$ cat config.mk
export PLATFORM = sky130hd
export DESIGN_NAME = duft_chain_initiator
export DESIGN_NICKNAME = d
export VERILOG_FILES = /design/src/rtl/duft_chain_initiator.sv
export SDC_FILE = /design/constraint.sdc
export NUM_CORES = 1
export LEC_CHECK = 0
export CORE_ASPECT_RATIO = 1.75
export CORE_MARGIN = 5
export CORE_UTILIZATION = 42
export DETAILED_ROUTE_END_ITERATION = 10
export GPL_ROUTABILITY_DRIVEN = 0
export PLACE_DENSITY = 0.92
export SLEW_MARGIN = 10
export SYNTH_ARGS = -nofsm -noshare
export SYNTH_HDL_FRONTEND = slang
export SYNTH_SLANG_ARGS = --single-unit
$ cat constraint.sdc
create_clock -name ap_clk -period 1.8 [get_ports ap_clk]
set_input_delay 0.18 -clock ap_clk [delete_from_list [all_inputs] [get_ports ap_clk]]
set_output_delay 0.18 -clock ap_clk [all_outputs]
set_load 0.005 [all_outputs]
$ cat src/rtl/duft_chain_initiator.sv
// Host-side initiator for one ap_ctrl_chain slave: takes a command, runs one start/done/continue
// handshake, and returns ap_return (or a timeout error) through a single response slot.
module duft_chain_initiator #(
   parameter int ADDR_W  = 32,
   parameter int DATA_W  = 32,
   parameter int TIMEOUT = 255
) (
   input  logic              ap_clk,
   input  logic              ap_rst_n,
   input  logic              cmd_valid,
   output logic              cmd_ready,
   input  logic [ADDR_W-1:0] cmd_addr,
   input  logic [DATA_W-1:0] cmd_wdata,
   input  logic              cmd_rd,
   output logic              rsp_valid,
   input  logic              rsp_ready,
   output logic [DATA_W-1:0] rsp_rdata,
   output logic              rsp_rd,
   output logic              rsp_err,
   output logic              busy,
   output logic [ADDR_W-1:0] dut_addr,
   output logic [DATA_W-1:0] dut_wr_data,
   output logic              dut_rd_wr,
   output logic              dut_ap_start,
   output logic              dut_ap_continue,
   output logic              dut_ap_ce,
   input  logic              dut_ap_idle,
   input  logic              dut_ap_ready,
   input  logic              dut_ap_done,
   input  logic [DATA_W-1:0] dut_ap_return
);

   // state    | meaning
   // ST_IDLE  | waiting for a command; accepts when slot empty and slave idle
   // ST_START | ap_start high, waiting for done or timeout
   // ST_CONT  | one-cycle ap_continue after a normal completion
   // ST_FLUSH | after timeout: ap_continue held until the slave reports idle
   typedef enum logic [1:0] {ST_IDLE, ST_START, ST_CONT, ST_FLUSH} state_t;

   localparam int CNT_W = (TIMEOUT > 0) ? $clog2(TIMEOUT + 1) : 1;
   localparam logic [CNT_W-1:0] CNT_MAX = '1;
   localparam logic [CNT_W-1:0] TO_VAL  = CNT_W'(TIMEOUT);

   state_t            state_q, state_d;
   logic [CNT_W-1:0]  cnt_q, cnt_d;
   logic [ADDR_W-1:0] addr_q, addr_d;
   logic [DATA_W-1:0] wdata_q, wdata_d;
   logic              rd_wr_q, rd_wr_d;
   logic              start_q, start_d;
   logic              cont_q, cont_d;
   logic              ce_q, ce_d;
   logic              rsp_valid_q, rsp_valid_d;
   logic [DATA_W-1:0] rsp_rdata_q, rsp_rdata_d;
   logic              rsp_rd_q, rsp_rd_d;
   logic              rsp_err_q, rsp_err_d;

   // Gated by the reset pin so the port reads 0 while reset is held.
   assign cmd_ready = ap_rst_n && (state_q == ST_IDLE) && !rsp_valid_q && dut_ap_idle;

   always_comb begin
      state_d     = state_q;
      cnt_d       = cnt_q;
      addr_d      = addr_q;
      wdata_d     = wdata_q;
      rd_wr_d     = rd_wr_q;
      start_d     = start_q;
      cont_d      = cont_q;
      ce_d        = 1'b1;
      rsp_valid_d = rsp_valid_q;
      rsp_rdata_d = rsp_rdata_q;
      rsp_rd_d    = rsp_rd_q;
      rsp_err_d   = rsp_err_q;

      if (rsp_valid_q && rsp_ready) rsp_valid_d = 1'b0;

      case (state_q)
         ST_IDLE: begin
            if (cmd_valid && cmd_ready) begin
               addr_d  = cmd_addr;
               wdata_d = cmd_wdata;
               rd_wr_d = cmd_rd;
               start_d = 1'b1;
               cnt_d   = '0;
               state_d = ST_START;
            end
         end
         ST_START: begin
            if (dut_ap_done) begin
               rsp_rdata_d = dut_ap_return;
               rsp_rd_d    = rd_wr_q;
               rsp_err_d   = 1'b0;
               rsp_valid_d = 1'b1;
               start_d     = 1'b0;
               cont_d      = 1'b1;
               state_d     = ST_CONT;
            end else if ((TIMEOUT != 0) && (cnt_q == TO_VAL)) begin
               rsp_rdata_d = '0;
               rsp_rd_d    = rd_wr_q;
               rsp_err_d   = 1'b1;
               rsp_valid_d = 1'b1;
               start_d     = 1'b0;
               cont_d      = 1'b1;
               state_d     = ST_FLUSH;
            end else if (cnt_q != CNT_MAX) begin
               cnt_d = cnt_q + CNT_W'(1);
            end
         end
         ST_CONT: begin
            cont_d  = 1'b0;
            state_d = ST_IDLE;
         end
         ST_FLUSH: begin
            // A late done from the slave is simply ignored here.
            if (dut_ap_idle) begin
               cont_d  = 1'b0;
               state_d = ST_IDLE;
            end
         end
         default: begin
            start_d = 1'b0;
            cont_d  = 1'b0;
            state_d = ST_IDLE;
         end
      endcase
   end

   always_ff @(posedge ap_clk or negedge ap_rst_n) begin
      if (!ap_rst_n) begin
         state_q     <= ST_IDLE;
         cnt_q       <= '0;
         addr_q      <= '0;
         wdata_q     <= '0;
         rd_wr_q     <= 1'b0;
         start_q     <= 1'b0;
         cont_q      <= 1'b0;
         ce_q        <= 1'b0;
         rsp_valid_q <= 1'b0;
         rsp_rdata_q <= '0;
         rsp_rd_q    <= 1'b0;
         rsp_err_q   <= 1'b0;
      end else begin
         state_q     <= state_d;
         cnt_q       <= cnt_d;
         addr_q      <= addr_d;
         wdata_q     <= wdata_d;
         rd_wr_q     <= rd_wr_d;
         start_q     <= start_d;
         cont_q      <= cont_d;
         ce_q        <= ce_d;
         rsp_valid_q <= rsp_valid_d;
         rsp_rdata_q <= rsp_rdata_d;
         rsp_rd_q    <= rsp_rd_d;
         rsp_err_q   <= rsp_err_d;
      end
   end

   assign busy            = (state_q != ST_IDLE);
   assign dut_addr        = addr_q;
   assign dut_wr_data     = wdata_q;
   assign dut_rd_wr       = rd_wr_q;
   assign dut_ap_start    = start_q;
   assign dut_ap_continue = cont_q;
   assign dut_ap_ce       = ce_q;
   assign rsp_valid       = rsp_valid_q;
   assign rsp_rdata       = rsp_rdata_q;
   assign rsp_rd          = rsp_rd_q;
   assign rsp_err         = rsp_err_q;

   // The slave must never report ready ahead of done while we wait on it.
   a_ready_not_before_done : assert property (@(posedge ap_clk) disable iff (!ap_rst_n)
      ((state_q == ST_START) && dut_ap_ready) |-> dut_ap_done);

endmodule

==> out/results.ini, run 1 <==
[run_status]
run_status = complete, but fails checks
failed_checks = negative hold slack

[global_routing]
top_usage_layer = met2
gr-usage-met3_pct = 5.80
grt_pass1_wl_mm = 19.1
globalRouteMet1Util_pct = 22.1
grt_use_total_pct = 19.2
grt.overflow.total = 0
antenna_found_initial = 0
grt_util_met2_pct = 32.3
grt_max_degree = 62
grt_pass1_vias = 3536

[cells_and_area]
area_growth_pct = 60.2
final_core_util_pct = 68.8
insertedDiodeCount = 0
fillers = 759
layout.cells.most_common_list = clkdlybuf4s50_1, dfrtp_1, mux2_4, a22o_1, clkbuf_16
drive_gt1_share_pct = 23.1
final_common_cell = clkdlybuf4s50_1
fin_cells = 653
fin_nets = 615

[yosys]
ys_types = 36
synth_top_family_by_area = multiplexers
netlist_area_mm2 = 0.00462
synthMuxAreaShare_pct = 21.6
synthAdderAreaFrac_pct = 0.271
syn_nets = 390
syn-instance-count = 285
synth_xor_area_share_pct = 0
synth_compound_area_share_pct = 8.31
yosys.area_share.simple_pct = 4.98
ys_seq_area_share_pct = 61.2
syn_avg_cell_area_um2 = 16.2
ys_seq_elements = 113
ys_warn_count = 0

[sta]
fin_skew_ns = 0.0117
hold_ws_ns = -0.0937
max_freq_mhz = 590
layout_min_cycle_time_ns = 1.70
relSlewSlack_pct = 49.2
drv_slew = 0
worst_pin_slew_ns = 0.762
setup_tns_ns = 0
hold_violations = 52
post-route-period-util_pct = 94.2
finalSetupViolCount = 0
rsz0062_at_grt = no

[clock_network]
cts_buffers = 17
cts_num_sinks = 113
cts_tree = done
clockRootBuffer = clkbuf_16
clock_path_buffers = 2
clock_latency_ns = 0.40
htreeDepth = 4
clk_pin_slew_ns = 0.05

[route]
wire_per_inst_um = 19.3
first_pass_iters = 6
drc = 0
vias = 3288
routed_via_density = 5.04
drt_wl_total_mm = 12.6
ant_nets = 0
drt_iter0_drc = 81

[setup_path]
cp.arrival_ns = 1.98
cp_cell_sequence = ha_1, nand3_2, o21bai_4, nand2_2, buf_4, a22o_1
cp-end-kind = flip-flop
r2r-start = cnt_q[0]
critPathLaunch = cnt_q[0]
cpMaxStageDelayCell = dfrtp_1
path_delay_family = compound AO/OA/AOI/OAI gates
worst-path-buf-inv = 1
r2r_cells = 6
critPathMaxFanout = 24
worst_ep_required_time_ns = 2.08
critical_path_depth = 6
crit_type = flip-flop to flip-flop
critPathLaunchType = flip-flop
cp-endpoint = rsp_rdata[2]
rrSetupSlack_ns = 0.10
max_stage_delay_ns = 0.41
reg2reg_to = rsp_rdata[2]

[placement]
dp.cells = 616
io_buffers = 207
dp_hpwl_mm = 9.26

[pwr]
leakagePower_nw = 3.40
p_per_area_mw_per_mm2 = 1470
ir_drop_uv = 899

[hold_path]
hp-class = input port to asynchronous set/reset pin

[floorplanning]
fp.dieArea_mm2 = 0.0133
die_w_um = 89.3
initial_core_util_pct = 42.9
core_area_mm2 = 0.0108
num_rows = 50
dieHeight_um = 149
ios = 209

[run]
maxCapViolations = 0

synthesized netlist by cell type (all sizes together):
| library cell | count | area [um^2] |
|---|---|---|
| mux2i | 2 | 20.0 |
| and3 | 1 | 6.26 |
| nand2b | 3 | 18.8 |
| nor3 | 1 | 10.0 |
| nand4 | 3 | 40.0 |
| a21oi | 1 | 5.00 |
| o31ai | 2 | 15.0 |
| dfrtp | 113 | 2830 |
| nand3b | 1 | 7.51 |
| o211a | 2 | 20.0 |
| o211ai | 2 | 15.0 |
| nand3 | 8 | 45.0 |
| a22o | 32 | 280 |
| buf | 14 | 148 |
| ha | 1 | 12.5 |
| conb | 1 | 3.75 |
| mux2 | 66 | 976 |
| inv | 5 | 18.8 |
| o21bai | 1 | 11.3 |
| nor2b | 1 | 6.26 |
| nand2 | 8 | 32.5 |
| nor3b | 1 | 12.5 |
| nor2 | 5 | 26.3 |
| and2 | 2 | 12.5 |
| nor4 | 2 | 12.5 |
| o21a | 1 | 7.51 |
| o21ai | 6 | 30.0 |
repair_timing:
action,CTS,global route
setup endpoints to repair,1,10
endpoints found under the hold margin,52,52
buffers inserted,5,0
gates cloned,0,0
gates resized for setup,6,2
pin swaps,1,0
area by class of cell:
class	instances	area, um^2	share of cell area [%]
inverter	5	18.8	0.253
clock buffer	21	450	6.08
sequential	113	2830	38.2
multi-input combinational	153	1650	22.2
clock inverter	11	90.1	1.22
timing repair buffer	220	2210	29.8
tap	130	163	2.20
through the flow:
stage,cell area [um^2],hold slack (ns),power (mW),setup WS (ns)
after floorplan,4620,-0.116,5.35,0.314
after global placement,6800,0.332,7.70,0.120
after detailed placement,6800,0.346,7.85,0.0474
after CTS,7390,-0.0728,11.0,0.0420
after global routing,7400,-0.0245,11.4,0.0173
final,7400,-0.0937,10.9,0.105
sequential cells by signal, summed over array words and instances (netlist names), 2 cells and up:
signal       flops
dut_addr        32
dut_wr_data     32
cnt_q            8
rsp_rdata       32
state_q          2
worst min-delay path by stage:
stage / startpoint / endpoint / slack, ns / depth (start not counted)
floorplan: ap_rst_n / cnt_q[0] / -0.12 / 0
global route: ap_rst_n / dut_addr[13] / -0.02 / 2
detailed placement: ap_rst_n / dut_addr[6] / 0.35 / 2
global placement: ap_rst_n / dut_addr[6] / 0.33 / 2
finish: ap_rst_n / dut_addr[11] / -0.09 / 2
CTS: ap_rst_n / dut_addr[11] / -0.07 / 2
cell families after synthesis:
group	Yosys count
AOI/OAI and AO/OA	47
other	1
DFF	113
and+or+nand+nor	36
muxes	68
buffers and inverters	19
adders and majority gates	1
power breakdown:
group	switching (mW)	leakage (nW)	internal (mW)	total (mW)
clock network	1.13	0.258	1.91	3.04
logic	1.07	1.76	2.71	3.78
registers	0.557	1.38	3.48	4.03
worst reg2reg max path, cell delays in order, from the launching register on:
cell and delay, ns:
dfrtp_1 0.41, ha_1 0.23, nand3_2 0.17, o21bai_4 0.20
nand2_2 0.09, buf_4 0.23, a22o_1 0.26
metal layers:
layer / up-vias / share of wire, %
met3: 24 / 7.1
met5: - / 0
met1: 1630 / 38
met4: 0 / 2.7
li1: 1481 / -
met2: 153 / 53
Note: power is estimated with default switching activity, not from simulation.
==> run 2, diff against run 1 <==
- MAX_ROUTING_LAYER: not set -> met4
==> run 2 against run 1 <==
The flow still finishes with violations (negative hold slack). Non-clock buffer count unchanged. Global-route usage increased by 0.54 points. Sequential share of layout area unchanged. Combinational power about the same.
==> out/results.ini, run 2 (synthesis results as in run 1) <==
[cells_and_area]
insertedDiodeCount = 0
fin_nets = 615
area_growth_pct = 60.2
layout.cells.most_common_list = clkdlybuf4s50_1, dfrtp_1, mux2_4, a22o_1, clkbuf_16
final_common_cell = clkdlybuf4s50_1
ff_latch_area_mm2 = 0.00283
drive_gt1_share_pct = 23.1
multiInputGateArea_mm2 = 0.00165
fillers = 759

[route]
ant_nets = 0
drc = 0
drt_iter0_drc = 107
routed_via_density = 5.02
wire_per_inst_um = 19.3
first_pass_iters = 4
drt_wl_total_mm = 12.6
vias = 3278

[sta]
post-route-period-util_pct = 94.3
relSlewSlack_pct = 49.4
layout_min_cycle_time_ns = 1.70
drv_slew = 0
fin_skew_ns = 0.00859
setup_tns_ns = 0
max_freq_mhz = 589
hold_violations = 52
finalSetupViolCount = 0
worst_pin_slew_ns = 0.759
rsz0062_at_grt = no
hold_ws_ns = -0.0836

[global_routing]
grt_pass1_wl_mm = 19.1
grt_pass1_vias = 3549
antenna_found_initial = 0
grt.overflow.total = 0
grt_use_total_pct = 19.7
grt_max_degree = 62

[placement]
io_buffers = 207
dp_hpwl_mm = 9.26

[pwr]
finalPower_mw = 10.8
p_per_area_mw_per_mm2 = 1470
ir_drop_uv = 898
leakagePower_nw = 3.40

[floorplanning]
dieHeight_um = 149
fp.dieArea_mm2 = 0.0133
num_rows = 50
die_w_um = 89.3
core_area_mm2 = 0.0108
ios = 209
initial_core_util_pct = 42.9

[clock_network]
clock_latency_ns = 0.40
clockRootBuffer = clkbuf_16
clock_path_buffers = 2
cts_tree = done
htreeDepth = 4
clk_pin_slew_ns = 0.05
cts_buffers = 17
cts_num_sinks = 113

[setup_path]
rrSetupSlack_ns = 0.10
critPathLaunchType = flip-flop
reg2reg_to = rsp_rdata[2]
critPathMaxFanout = 24
r2r_cells = 6
r2r-start = cnt_q[0]
cp-end-kind = flip-flop
worst_ep_required_time_ns = 2.08
critPathLaunch = cnt_q[0]
cp.arrival_ns = 1.98
crit_type = flip-flop to flip-flop

[run_status]
failed_checks = negative hold slack
run_status = complete, but fails checks

[hold_path]
hp-class = input port to asynchronous set/reset pin

[run]
maxCapViolations = 0

[run 2: where the power goes]
group / internal, mW / leakage [nW] / switching, mW
sequential: 3.48 / 1.38 / 0.556
clock: 1.91 / 0.258 / 1.12
combinational: 2.71 / 1.76 / 1.07
[run 2: area by class of cell]
type / instances / area share (%)
Clock buffer: 21 / 6.08
Multi-Input combinational cell: 153 / 22.2
Sequential cell: 113 / 38.2
Inverter: 5 / 0.253
Timing Repair Buffer: 220 / 29.8
Clock inverter: 11 / 1.22
Tap cell: 130 / 2.20
[run 2: how the worst max path moves through the flow]
stage | endpoint | slack [ns] | cells after the start
after floorplan | rsp_rdata[10] | 0.31 | 6
after global placement | cnt_q[5] | 0.12 | 5
after detailed placement | cnt_q[5] | 0.05 | 5
after CTS | busy | 0.04 | 4
after global routing | rsp_rdata[2] | 0.02 | 6
final | rsp_rdata[2] | 0.10 | 6
[run 2: layer usage]
metal	vias up	GRT usage [%]	routed length [um]
met5	-	-	0
met4	0	7.82	324
met3	22	5.20	838
met2	144	32.3	6660
met1	1633	22.6	4800
li1	1479	-	-
[run 2: worst max-delay path, cell delays in order, from the launching register on]
cell      delay (ns)
dfrtp_1         0.41
ha_1            0.23
nand3_2         0.17
o21bai_4        0.20
nand2_2         0.09
buf_4           0.23
a22o_1          0.26
[run 2: what timing repair did]
| action | in CTS | in global routing |
|---|---|---|
| setup buffers | 5 | 0 |
| endpoints found under the setup margin | 1 | 10 |
| gates resized for setup | 6 | 2 |
| hold endpoints to repair | 52 | 52 |
| pin swaps | 1 | 0 |
[run 2: per-stage QoR]
step                      utilization [%]  hold WS [ns]  instances  setup WS, ns  cell area [um^2]
after floorplan                         -        -0.116        285         0.314              4620
after global placement               63.2         0.332        616         0.120              6800
after detailed placement             63.2         0.346        616        0.0474              6800
after CTS                            68.7       -0.0728        653        0.0420              7390
after global routing                 68.8       -0.0264        653        0.0174              7400
final                                68.8       -0.0836        653         0.102              7400
==> run 3, diff against run 2 <==
- ABC_CLOCK_PERIOD_IN_PS: not set -> 1800
- CORE_MARGIN: 5 -> not set
==> run 3 against run 2 <==
Total power grew 2.6%. Setup slack lost 0.0040 ns. Wire length shrank 1.4%. First-iteration DRC count grew 2.8%. Core utilization grew 0.51 points. Sequential share of layout area shrank 0.092 points. Non-clock buffer count shrank 1. The flow still finishes with violations (negative hold slack). Via count grew 1.5%. Clock-buffer cell count grew 2. Critical endpoint is now busy. Die area shrank 14%. Largest cell class unchanged. Highest routed layer unchanged. Clock skew is essentially flat.
==> out/results.ini, run 3 (synthesis results as in run 1) <==
[clock_network]
clock_path_buffers = 2
cts_tree = done
htreeDepth = 4
cts_num_sinks = 113
cts_buffers = 17
clockRootBuffer = clkbuf_16
clock_latency_ns = 0.40
clk_pin_slew_ns = 0.05

[route]
ant_nets = 0
vias = 3327
wire_per_inst_um = 19.1
drt_wl_total_mm = 12.4
drt_iter0_drc = 110
routed_via_density = 5.10
first_pass_iters = 4
drc = 0

[sta]
max_freq_mhz = 588
setup_ws_ns = 0.0982
fin_skew_ns = 0.00838
setup_tns_ns = 0
hold_violations = 45
worst_pin_slew_ns = 0.851
rsz0062_at_grt = no
post-route-period-util_pct = 94.5
hold_ws_ns = -0.113
relSlewSlack_pct = 43.2
layout_min_cycle_time_ns = 1.70
drv_slew = 0
finalSetupViolCount = 0

[cells_and_area]
insertedDiodeCount = 0
final_common_cell = clkdlybuf4s50_1
layout.cells.most_common_list = clkdlybuf4s50_1, dfrtp_1, mux2_4, a22o_1, clkbuf_16
final_core_util_pct = 69.3
drive_gt1_share_pct = 22.4
fin_cells = 652
fin_nets = 614
area_growth_pct = 60.5

[floorplanning]
num_rows = 50
dieHeight_um = 141
die_w_um = 81.3
ios = 209
core_area_mm2 = 0.0107
fp.dieArea_mm2 = 0.0114
initial_core_util_pct = 43.2

[global_routing]
grt.overflow.total = 0
grt_max_degree = 69
grt_pass1_wl_mm = 19.0
grt_pass1_vias = 3672
antenna_found_initial = 0
grt_use_total_pct = 23.3

[hold_path]
hp-class = input port to asynchronous set/reset pin

[placement]
io_buffers = 207
dp_hpwl_mm = 8.97
post-place-ws_ns = 0.0614
dp.cells = 618

[setup_path]
cp.arrival_ns = 1.52
cp-end-kind = primary output
critPathLaunchType = flip-flop
worst_ep_required_time_ns = 1.62
r2r_cells = 6
crit_type = flip-flop to primary output
critPathMaxFanout = 8

[run]
maxCapViolations = 0

[run_status]
run_status = complete, but fails checks
failed_checks = negative hold slack

[pwr]
leakagePower_nw = 3.40
ir_drop_uv = 987
p_per_area_mw_per_mm2 = 1500

==> run 3: changes by cell type in the layout (fill, tap and decap cells not counted), sizes merged <==
cell           previous run  this run
clkinv                    6         3
clkbuf                   21        23
buf                      14        13
bufinv                    1         2
clkdlybuf4s50           204       205
dlymetal6s2s              1         0
==> run 3: area by class of cell <==
class	instances	area, um^2
tap	130	163
clock inverter	9	105
timing repair buffer	219	2190
sequential	113	2830
inverter	5	18.8
fill	719	3280
multi-input combinational	153	1630
clock buffer	23	488
==> run 3: worst paths after layout <==
kind,start,endpoint,slack [ns]
setup / recovery,state_q[1],busy,0.1
hold / removal,ap_rst_n,rsp_rdata[16],-0.11
max in group asynchronous,ap_rst_n,cnt_q[3],0.65
hold reg to reg,dut_ap_continue,dut_ap_continue,0.48
setup reg to reg,cnt_q[1],rsp_rdata[22],0.11
min in group ap_clk,rsp_ready,rsp_valid,0.35
==> run 3: per-layer routing <==
layer	global-route usage (%)	up-vias	part of all wire, %
li1	-	1478	-
met1	24.2	1668	36
met2	38.4	136	54
met3	5.18	45	4.6
met4	14.9	0	5.5
met5	-	-	0
==> run 3: metrics by stage <==
step           area, um^2  power [mW]
6_report             7420        11.1
5_1_grt              7420        11.6
4_1_cts              7400        11.2
3_5_place_dp         6810        7.83
3_3_place_gp         6810        7.66
2_1_floorplan        4620        5.35
==> run 3: critical path: stages (launching register included) <==
cell	delay, ns
dfrtp_1	0.51
nor2_4	0.07
inv_1	0.06
clkdlybuf4s50_1	0.49
==> run 3: timing repair <==
action | CTS | global route
buffers inserted | 1 | 1
gates resized for setup | 1 | 1
endpoints found under the hold margin | 45 | 45
pin swaps | 0 | 0
setup endpoints to repair | 1 | 29
==> run 3: power breakdown <==
group | total, mW | switching [mW] | internal [mW]
Combinational | 3.76 | 1.05 | 2.71
Sequential | 4.06 | 0.587 | 3.48
Clock | 3.30 | 1.13 | 2.18
